<file path="config.mk">
export PLATFORM = sky130hd
export DESIGN_NAME = regfile_wr_arbiter
export DESIGN_NICKNAME = d
export VERILOG_FILES = /design/src/rtl/regfile_wr_arbiter.sv
export SDC_FILE = /design/constraint.sdc
export NUM_CORES = 1
export LEC_CHECK = 0
export CORE_MARGIN = 2
export CORE_UTILIZATION = 35
export DETAILED_ROUTE_END_ITERATION = 8
export SLEW_MARGIN = 20
export SYNTH_ARGS = -nofsm -noshare
export SYNTH_HDL_FRONTEND = slang
export SYNTH_SLANG_ARGS = --single-unit
</file>
<file path="constraint.sdc">
create_clock -name clock -period 7.2 [get_ports clock]
set_clock_uncertainty 0.15 [all_clocks]
set_input_delay 2.16 -clock clock [delete_from_list [all_inputs] [get_ports clock]]
set_output_delay 2.16 -clock clock [all_outputs]
set_load 0.02 [all_outputs]
</file>
<file path="src/rtl/regfile_wr_arbiter.sv">
// regfile_wr_arbiter: two requester write queues (A, B) share the single
// regfile write port. At most one entry is popped per cycle. A lone non-empty
// queue always wins; on a tie the queue not granted last time wins. The write
// is registered, so an entry pushed at edge N is popped at N+1 and written at N+2.
module regfile_wr_arbiter #(
  parameter int DEPTH = 2
) (
  input  logic        clock,
  input  logic        reset,
  input  logic        a_valid,
  input  logic [4:0]  a_addr,
  input  logic [31:0] a_data,
  output logic        a_ready,
  input  logic        b_valid,
  input  logic [4:0]  b_addr,
  input  logic [31:0] b_data,
  output logic        b_ready,
  output logic [4:0]  wraddr,
  output logic [31:0] wrdata,
  output logic        RegWrite,
  output logic        idle
);
  typedef struct packed {
    logic [4:0]  addr;
    logic [31:0] data;
  } wr_req_t;

  localparam int NQ = 2;                 // queue 0 = A, queue 1 = B
  localparam int EW = $bits(wr_req_t);
  localparam int AW = (DEPTH > 1) ? $clog2(DEPTH) : 1;
  localparam int CW = AW + 1;            // count reaches DEPTH, needs one extra bit

  logic [NQ-1:0]         push, pop, empty, ready;
  logic [NQ-1:0][EW-1:0] din, head;
  wr_req_t               hsel;
  logic                  last_grant;     // 0 = A, 1 = B

  assign din[0] = {a_addr, a_data};
  assign din[1] = {b_addr, b_data};
  // ready is purely registered, so gating the push with it adds no input->output path
  assign push   = {b_valid & ready[1], a_valid & ready[0]};

  for (genvar q = 0; q < NQ; q++) begin : g_q
    logic [EW-1:0] mem [DEPTH];
    logic [AW-1:0] wptr, rptr;
    logic [CW-1:0] cnt;

    // entry storage; validity is defined by the pointers, so no reset needed
    always_ff @(posedge clock) begin
      if (push[q]) mem[wptr] <= din[q];
    end

    // pointers wrap for free because DEPTH is a power of two
    always_ff @(posedge clock or negedge reset) begin
      if (!reset) begin
        wptr <= '0;
        rptr <= '0;
        cnt  <= '0;
      end else begin
        if (push[q]) wptr <= wptr + AW'(1);
        if (pop[q])  rptr <= rptr + AW'(1);
        case ({push[q], pop[q]})
          2'b10:   cnt <= cnt + CW'(1);
          2'b01:   cnt <= cnt - CW'(1);
          default: ;
        endcase
      end
    end

    assign head[q]  = mem[rptr];
    assign empty[q] = (cnt == '0);
    assign ready[q] = (cnt < CW'(DEPTH));
  end

  // grant: lone non-empty queue wins; on a tie pick the one not granted last
  always_comb begin
    pop = '0;
    if (!empty[0] && (empty[1] || last_grant)) pop[0] = 1'b1;
    else if (!empty[1])                        pop[1] = 1'b1;
  end

  assign hsel = wr_req_t'(pop[1] ? head[1] : head[0]);

  // write port register; address 0 is consumed but never written
  always_ff @(posedge clock or negedge reset) begin
    if (!reset) begin
      last_grant <= 1'b1;
      wraddr     <= '0;
      wrdata     <= '0;
      RegWrite   <= 1'b0;
    end else begin
      RegWrite <= 1'b0;
      if (|pop) begin
        last_grant <= pop[1];
        wraddr     <= hsel.addr;
        wrdata     <= hsel.data;
        RegWrite   <= (hsel.addr != 5'd0);
      end
    end
  end

  assign a_ready = ready[0];
  assign b_ready = ready[1];
  assign idle    = (&empty) & ~RegWrite;
endmodule

</file>
==> results_dict.tcl, run 1 <==
set metrics [dict create \
    cap_violations 0 \
    synth_top_area_frac 0.586 \
    ys_ff_latch 195 \
    grt_overflow 0 \
    power_density_mw_per_mm2 435 \
    final_max_slew_viol_count 0 \
    via_per_inst 4.70 \
    p_sw_mw 1.41 \
    comb_power_share 0.346 \
    max_slew_margin 0.266 \
    numPortBuffers 118 \
    num_rows 53 \
    reg2reg_from "g_q[0].cnt[0]$_DFFE_PN0P_" \
    finalCriticalPeriod_ns 4.51 \
    syn_inst 490 \
    swShare 0.338 \
    cp_data_required_time_ns 4.89 \
    ff2ff_setup_slack_ns 4.88 \
    peakVddDrop_v 0.000155 \
    cts_hold_buf 0 \
    timing.critical_path.fanout_max 37 \
    rsz0062_at_grt "no" \
    drc 0 \
    async_flop_share 0.241 \
    nFillCells 1836 \
    ys.flop_type "edfxtp_1" \
    critPathSlowestCell "clkdlybuf4s50_1" \
    hold-path-endpoint "wrdata[1]$_DFFE_PN0P_" \
    path_clk_slew_ns 0.06 \
    cp_slowest_stage_delay_ns 0.63 \
    grt_max_degree 76 \
    timing.fmax_ghz 0.222 \
    tritoncts "built" \
    ys_warn_count 0 \
    die-height_um 151 \
    synth-edff-count 148 \
    grt_pass1_wl_mm 24.4 \
    initial_core_util 0.358 \
    ys_types 33 \
    crit_arrival_ns 2.20 \
    drtAntennaViolNets 0 \
    critPathBufInv 2 \
    dr.pass1.iters 4 \
    root_buffer "clkbuf_16" \
    io_pins 119 \
    die_w_um 151 \
    clk-insertion-delay-late_ns 0.42 \
    cts_buffers 17 \
    status "completed" \
    hp-class "register to register" \
    place_hpwl_mm 11.3 \
    synth_top_cell_by_area "edfxtp_1" \
    drive_above_1_share 0.135 \
    pwr-share-seq 0.422 \
    syn_area_mm2 0.00758 \
    grtUsageTotal 0.148 \
    crit_chain "or2_1 > buf_4 > nor3_1 > clkdlybuf4s50_1" \
    crit_cells 4 \
    diodes 0 \
    fin_setup_tns_ns 0 \
    max-clock-path-buffers 2 \
    cts_resized 0 \
    holdCritStartpoint "wrdata[1]$_DFFE_PN0P_" \
    yosys-top-cells-area "edfxtp_1 59%, dfrtp_1 15%, mux2_2 5.3%, mux2i_1 4.8%, a21oi_1 4.6%" \
    cellInternalPower_mw 2.77 \
    reg2reg_depth 5 \
    tightest_slew_ns 1.10 \
    post_synth.cell_area_avg_um2 15.5 \
    holdPathStages 2 \
    finalWirelength_mm 16.3 \
    placedCellCount 859 \
    cp-end-kind "output pin" \
    p_leak_nw 3.36 \
    die-area_mm2 0.0228 \
    gp_congestion 0.782 \
    path_class "register to output pin" \
    start_kind "register" \
    wire_per_inst_um 18.2 \
    ys_seq_area_frac 0.742 \
    cts_max_level 4 \
    finalHoldViolCount 0 \
    post_cts_buffers 0 \
    regToRegEndpoint "RegWrite$_DFF_PN0_" \
    period_share 0.627 \
    finalNetCount 684 \
    final-setup-viol-count 0 \
    num_vias 4193 \
    fin_cells 892 \
    critical-path-top-delay-family "buffers and inverters" \
    core_mm2 0.0212 \
    cts.sinks 195 \
    synth_fp_nets 570 \
    first_iter_violations 234 \
    area_growth_syn_to_layout_pct 26.7 \
    antenna_found_initial 0 \
    grt_pass1_vias 4387 \
    power.share.clock 0.231 \
]
==> area by class of cell <==
class / instances / area [um2] / share of cell area
inverters: 2 / 7.51 / 0.000782
clock buffers: 25 / 527 / 0.0548
multi-input cells: 264 / 1780 / 0.185
clock inverters: 7 / 91.3 / 0.00951
flip-flops and latches: 195 / 5620 / 0.586
repair buffers: 124 / 1230 / 0.128
well taps: 275 / 344 / 0.0358
==> placed cells by master, fill, tap and decap left out, types with 3 or more instances in the layout <==
cell type / netlist / layout
edfxtp_1: 148 / 148
clkdlybuf4s50_1: 0 / 117
a21oi_1: 70 / 70
dfrtp_1: 46 / 44
nand2_1: 39 / 39
mux2i_1: 36 / 36
mux2_2: 36 / 36
o21ai_1: 36 / 36
clkbuf_16: 0 / 18
xnor2_1: 8 / 8
nor2_1: 9 / 7
clkbuf_8: 0 / 5
buf_4: 3 / 5
nor3_1: 4 / 4
nor2_4: 1 / 3
nor4_1: 3 / 3
o31ai_1: 3 / 3
==> cells in the mapped netlist, types with 3 or more instances <==
| master | instances |
|---|---|
| a21oi_1 | 70 |
| buf_2 | 17 |
| buf_4 | 3 |
| buf_6 | 6 |
| dfrtp_1 | 46 |
| edfxtp_1 | 148 |
| mux2_2 | 36 |
| mux2i_1 | 36 |
| nand2_1 | 39 |
| nor2_1 | 9 |
| nor3_1 | 4 |
| nor4_1 | 3 |
| o21ai_1 | 36 |
| o31ai_1 | 3 |
| xnor2_1 | 8 |
==> power by group through the flow <==
| stage | registers, mW | logic (mW) | clock network, mW |
|---|---|---|---|
| 6_report | 1.76 | 1.45 | 0.967 |
| 3_3_place_gp | 1.78 | 1.43 | 0 |
| 2_1_floorplan | 1.80 | 0.904 | 0 |
| 3_5_place_dp | 1.79 | 1.45 | 0 |
| 5_1_grt | 1.80 | 1.58 | 1.04 |
| 4_1_cts | 1.77 | 1.46 | 0.992 |
==> per-stage QoR <==
| step | utilization | power [mW] | worst slack [ns] | area (um2) | hold slack (ns) |
|---|---|---|---|---|---|
| 2_1_floorplan | - | 2.70 | 2.79 | 7580 | 0.311 |
| 3_3_place_gp | 0.424 | 3.21 | 3.00 | 8970 | 0.323 |
| 3_5_place_dp | 0.424 | 3.25 | 2.98 | 8970 | 0.325 |
| 4_1_cts | 0.453 | 4.22 | 2.66 | 9590 | 0.339 |
| 5_1_grt | 0.454 | 4.43 | 2.58 | 9610 | 0.380 |
| 6_report | 0.454 | 4.18 | 2.69 | 9610 | 0.338 |
==> sequential cells by signal, indices dropped and copies added (netlist names) <==
name / count
RegWrite: 1
g_q.cnt: 4
g_q.mem: 148
g_q.rptr: 2
g_q.wptr: 2
last_grant: 1
wraddr: 5
wrdata: 32
==> layer usage <==
metal  vias up  GRT usage  wire length [um]
met3        10     0.0434              1120
met2       116      0.217              7300
met4         0     0.0570               184
met1      2014      0.209              7660
li1       2053          -                 -
met5         -          0                 0
==> worst register-to-register path, stage by stage (launching register included) <==
cell and delay [ns]:
dfrtp_1 0.45, o21a_1 0.26, nor2_2 0.52, buf_4 0.46
nor4_1 0.13, a211oi_1 0.25
==> cell families after synthesis <==
logic type	count (synthesis)	share of synthesized area
and+or+nand+nor	65	0.0376
AOI/OAI and AO/OA	115	0.0788
buffers and inverters	31	0.0259
DFF	195	0.742
xor gates and xnor gates	10	0.0116
muxes	72	0.101
adders and majority gates	2	0.00330
==> worst max-delay path by stage <==
stage | start | to | slack (ns)
CTS | g_q[1].cnt[0]$_DFFE_PN0P_ | idle | 2.66
global route | g_q[1].cnt[0]$_DFFE_PN0P_ | idle | 2.58
finish | g_q[1].cnt[0]$_DFFE_PN0P_ | idle | 2.69
global placement | b_valid | g_q[1].mem[0][8]$_DFFE_PP_ | 3.00
floorplan | b_valid | g_q[1].mem[0][0]$_DFFE_PP_ | 2.79
detailed placement | b_valid | g_q[1].mem[0][15]$_DFFE_PP_ | 2.98
No activity file was read; power rests on OpenSTA's default activity.
==> inputs of run 2 (changes only) <==
Clock period 7.2 ns to 4.73 ns, I/O delays scaled along.
==> run 2 against run 1 <==
  * Hold slack lost 0.0023 ns
  * Critical path type unchanged
  * Final area shrank 0.57%
  * Utilization shrank 0.26 points
  * Largest cell class unchanged
==> results_dict.tcl, run 2 (synthesis results as in run 1) <==
set metrics [dict create \
    status "completed" \
    root_buffer "clkbuf_16" \
    drive_above_1_share 0.134 \
    postLayoutSetupSlackWorst_ns 0.971 \
    finalNetCount 686 \
    diodes 0 \
    tritoncts "built" \
    die-height_um 151 \
    placed_area_mm2 0.00899 \
    wire_per_inst_um 18.2 \
    largest_reg_flops 148 \
    grt_max_degree 43 \
    cts_hold_buf 0 \
    place_ws_ns 1.29 \
    area_growth_syn_to_layout_pct 26.0 \
    layout_commonest_cell "edfxtp_1" \
    antenna_found_initial 0 \
    tightest_slew_ns 1.04 \
    grtUsageTotal 0.146 \
    grt_pass1_wl_mm 24.1 \
    post_cts_buffers 0 \
    via_per_inst 4.75 \
    die_w_um 151 \
    finalCriticalPeriod_ns 3.76 \
    io_pins 119 \
    start_kind "register" \
    holdCritStartpoint "wrdata[5]$_DFFE_PN0P_" \
    cts_max_level 4 \
    final-setup-viol-count 0 \
    reg2reg_from "g_q[1].cnt[0]$_DFFE_PN0P_" \
    drc 0 \
    power_density_mw_per_mm2 653 \
    cts.sinks 195 \
    timing.critical_path.fanout_max 37 \
    rsz0062_at_grt "no" \
    cts_resized 0 \
    total_power_mw 6.24 \
    crit_path_start "g_q[1].cnt[0]$_DFFE_PN0P_" \
    drtAntennaViolNets 0 \
    multi_input_area_mm2 0.00178 \
    cp-end-kind "output pin" \
    final_cell_mix "148 x edfxtp_1, 117 x clkdlybuf4s50_1, 70 x a21oi_1" \
    max_slew_margin 0.308 \
    p_leak_nw 3.34 \
    wl_met2_mm 7.31 \
    gp_congestion 0.781 \
    path_class "register to output pin" \
    cts_buffers 17 \
    core_mm2 0.0212 \
    num_vias 4243 \
    cp_data_required_time_ns 3.16 \
    hold_slack_ns 0.336 \
    finalWirelength_mm 16.3 \
    final_core_util 0.451 \
    top_layer "met4" \
    dr_wl_met3_um 878 \
    finalHoldViolCount 0 \
    crit_arrival_ns 2.19 \
    die-area_mm2 0.0228 \
    grt_pass1_vias 4230 \
    numPortBuffers 118 \
    placedCellCount 862 \
    peakVddDrop_v 0.000214 \
    place_hpwl_mm 11.6 \
    clk-insertion-delay-late_ns 0.42 \
    max-clock-path-buffers 2 \
    path_clk_slew_ns 0.06 \
    period_share 0.795 \
    hp-class "register to register" \
    final_max_slew_viol_count 0 \
    nFillCells 1849 \
    dr.pass1.iters 4 \
    fin_setup_tns_ns 0 \
    seq_area_mm2 0.00563 \
    fin_cells 894 \
    first_iter_violations 353 \
    fin_area_mm2 0.00955 \
    grt_overflow 0 \
    num_rows 53 \
    drt-met1-wl_mm 7.86 \
    timing.fmax_ghz 0.266 \
    largest-register "g_q.mem" \
    initial_core_util 0.358 \
    top_regs "g_q.mem x148, wrdata x32, wraddr x5" \
    cap_violations 0 \
]
run 2: changes by cell type in the layout (fill, tap and decap cells not counted), sizes merged:
cell,change
inv,-1
clkbuf,-2
clkinvlp,+1
clkinv,+3
bufinv,-1
buf,+2
run 2: per-layer routing:
| layer | track usage | up-vias |
|---|---|---|
| met3 | 0.0434 | 13 |
| met1 | 0.209 | 2072 |
| met5 | 0 | - |
| met2 | 0.212 | 104 |
| met4 | 0.0519 | 0 |
| li1 | - | 2054 |
run 2: final timing paths:
kind	slack (ns)	endpoint	cells past startpoint
worst max-delay path	0.97	idle	4
worst min-delay path	0.34	wrdata[5]$_DFFE_PN0P_	2
worst max register to register	2.29	wrdata[2]$_DFFE_PN0P_	6
worst min register to register	0.34	wrdata[5]$_DFFE_PN0P_	2
max in group asynchronous	2.75	g_q[1].rptr$_DFFE_PN0N_	2
min in group asynchronous	0.92	g_q[0].cnt[1]$_DFFE_PN0P_	1
run 2: power breakdown:
| part | switching, mW | total [mW] | internal, mW | leakage [nW] |
|---|---|---|---|---|
| registers | 0.334 | 2.69 | 2.35 | 1.91 |
| clock network | 0.588 | 1.35 | 0.764 | 0.267 |
| logic | 1.23 | 2.20 | 0.972 | 1.16 |
run 2: area by class of cell:
cell class	instances	area share
clock buffers	23	0.0500
flip-flops and latches	195	0.589
repair buffers	126	0.129
clock inverters	9	0.00838
multi-input cells	264	0.186
inverters	2	0.000786
well taps	275	0.0360
run 2: worst max-delay path: stages, from the launching register on:
cell	delay, ns
dfrtp_1	0.42
or2_1	0.24
buf_4	0.25
nor3_1	0.21
clkdlybuf4s50_1	0.64
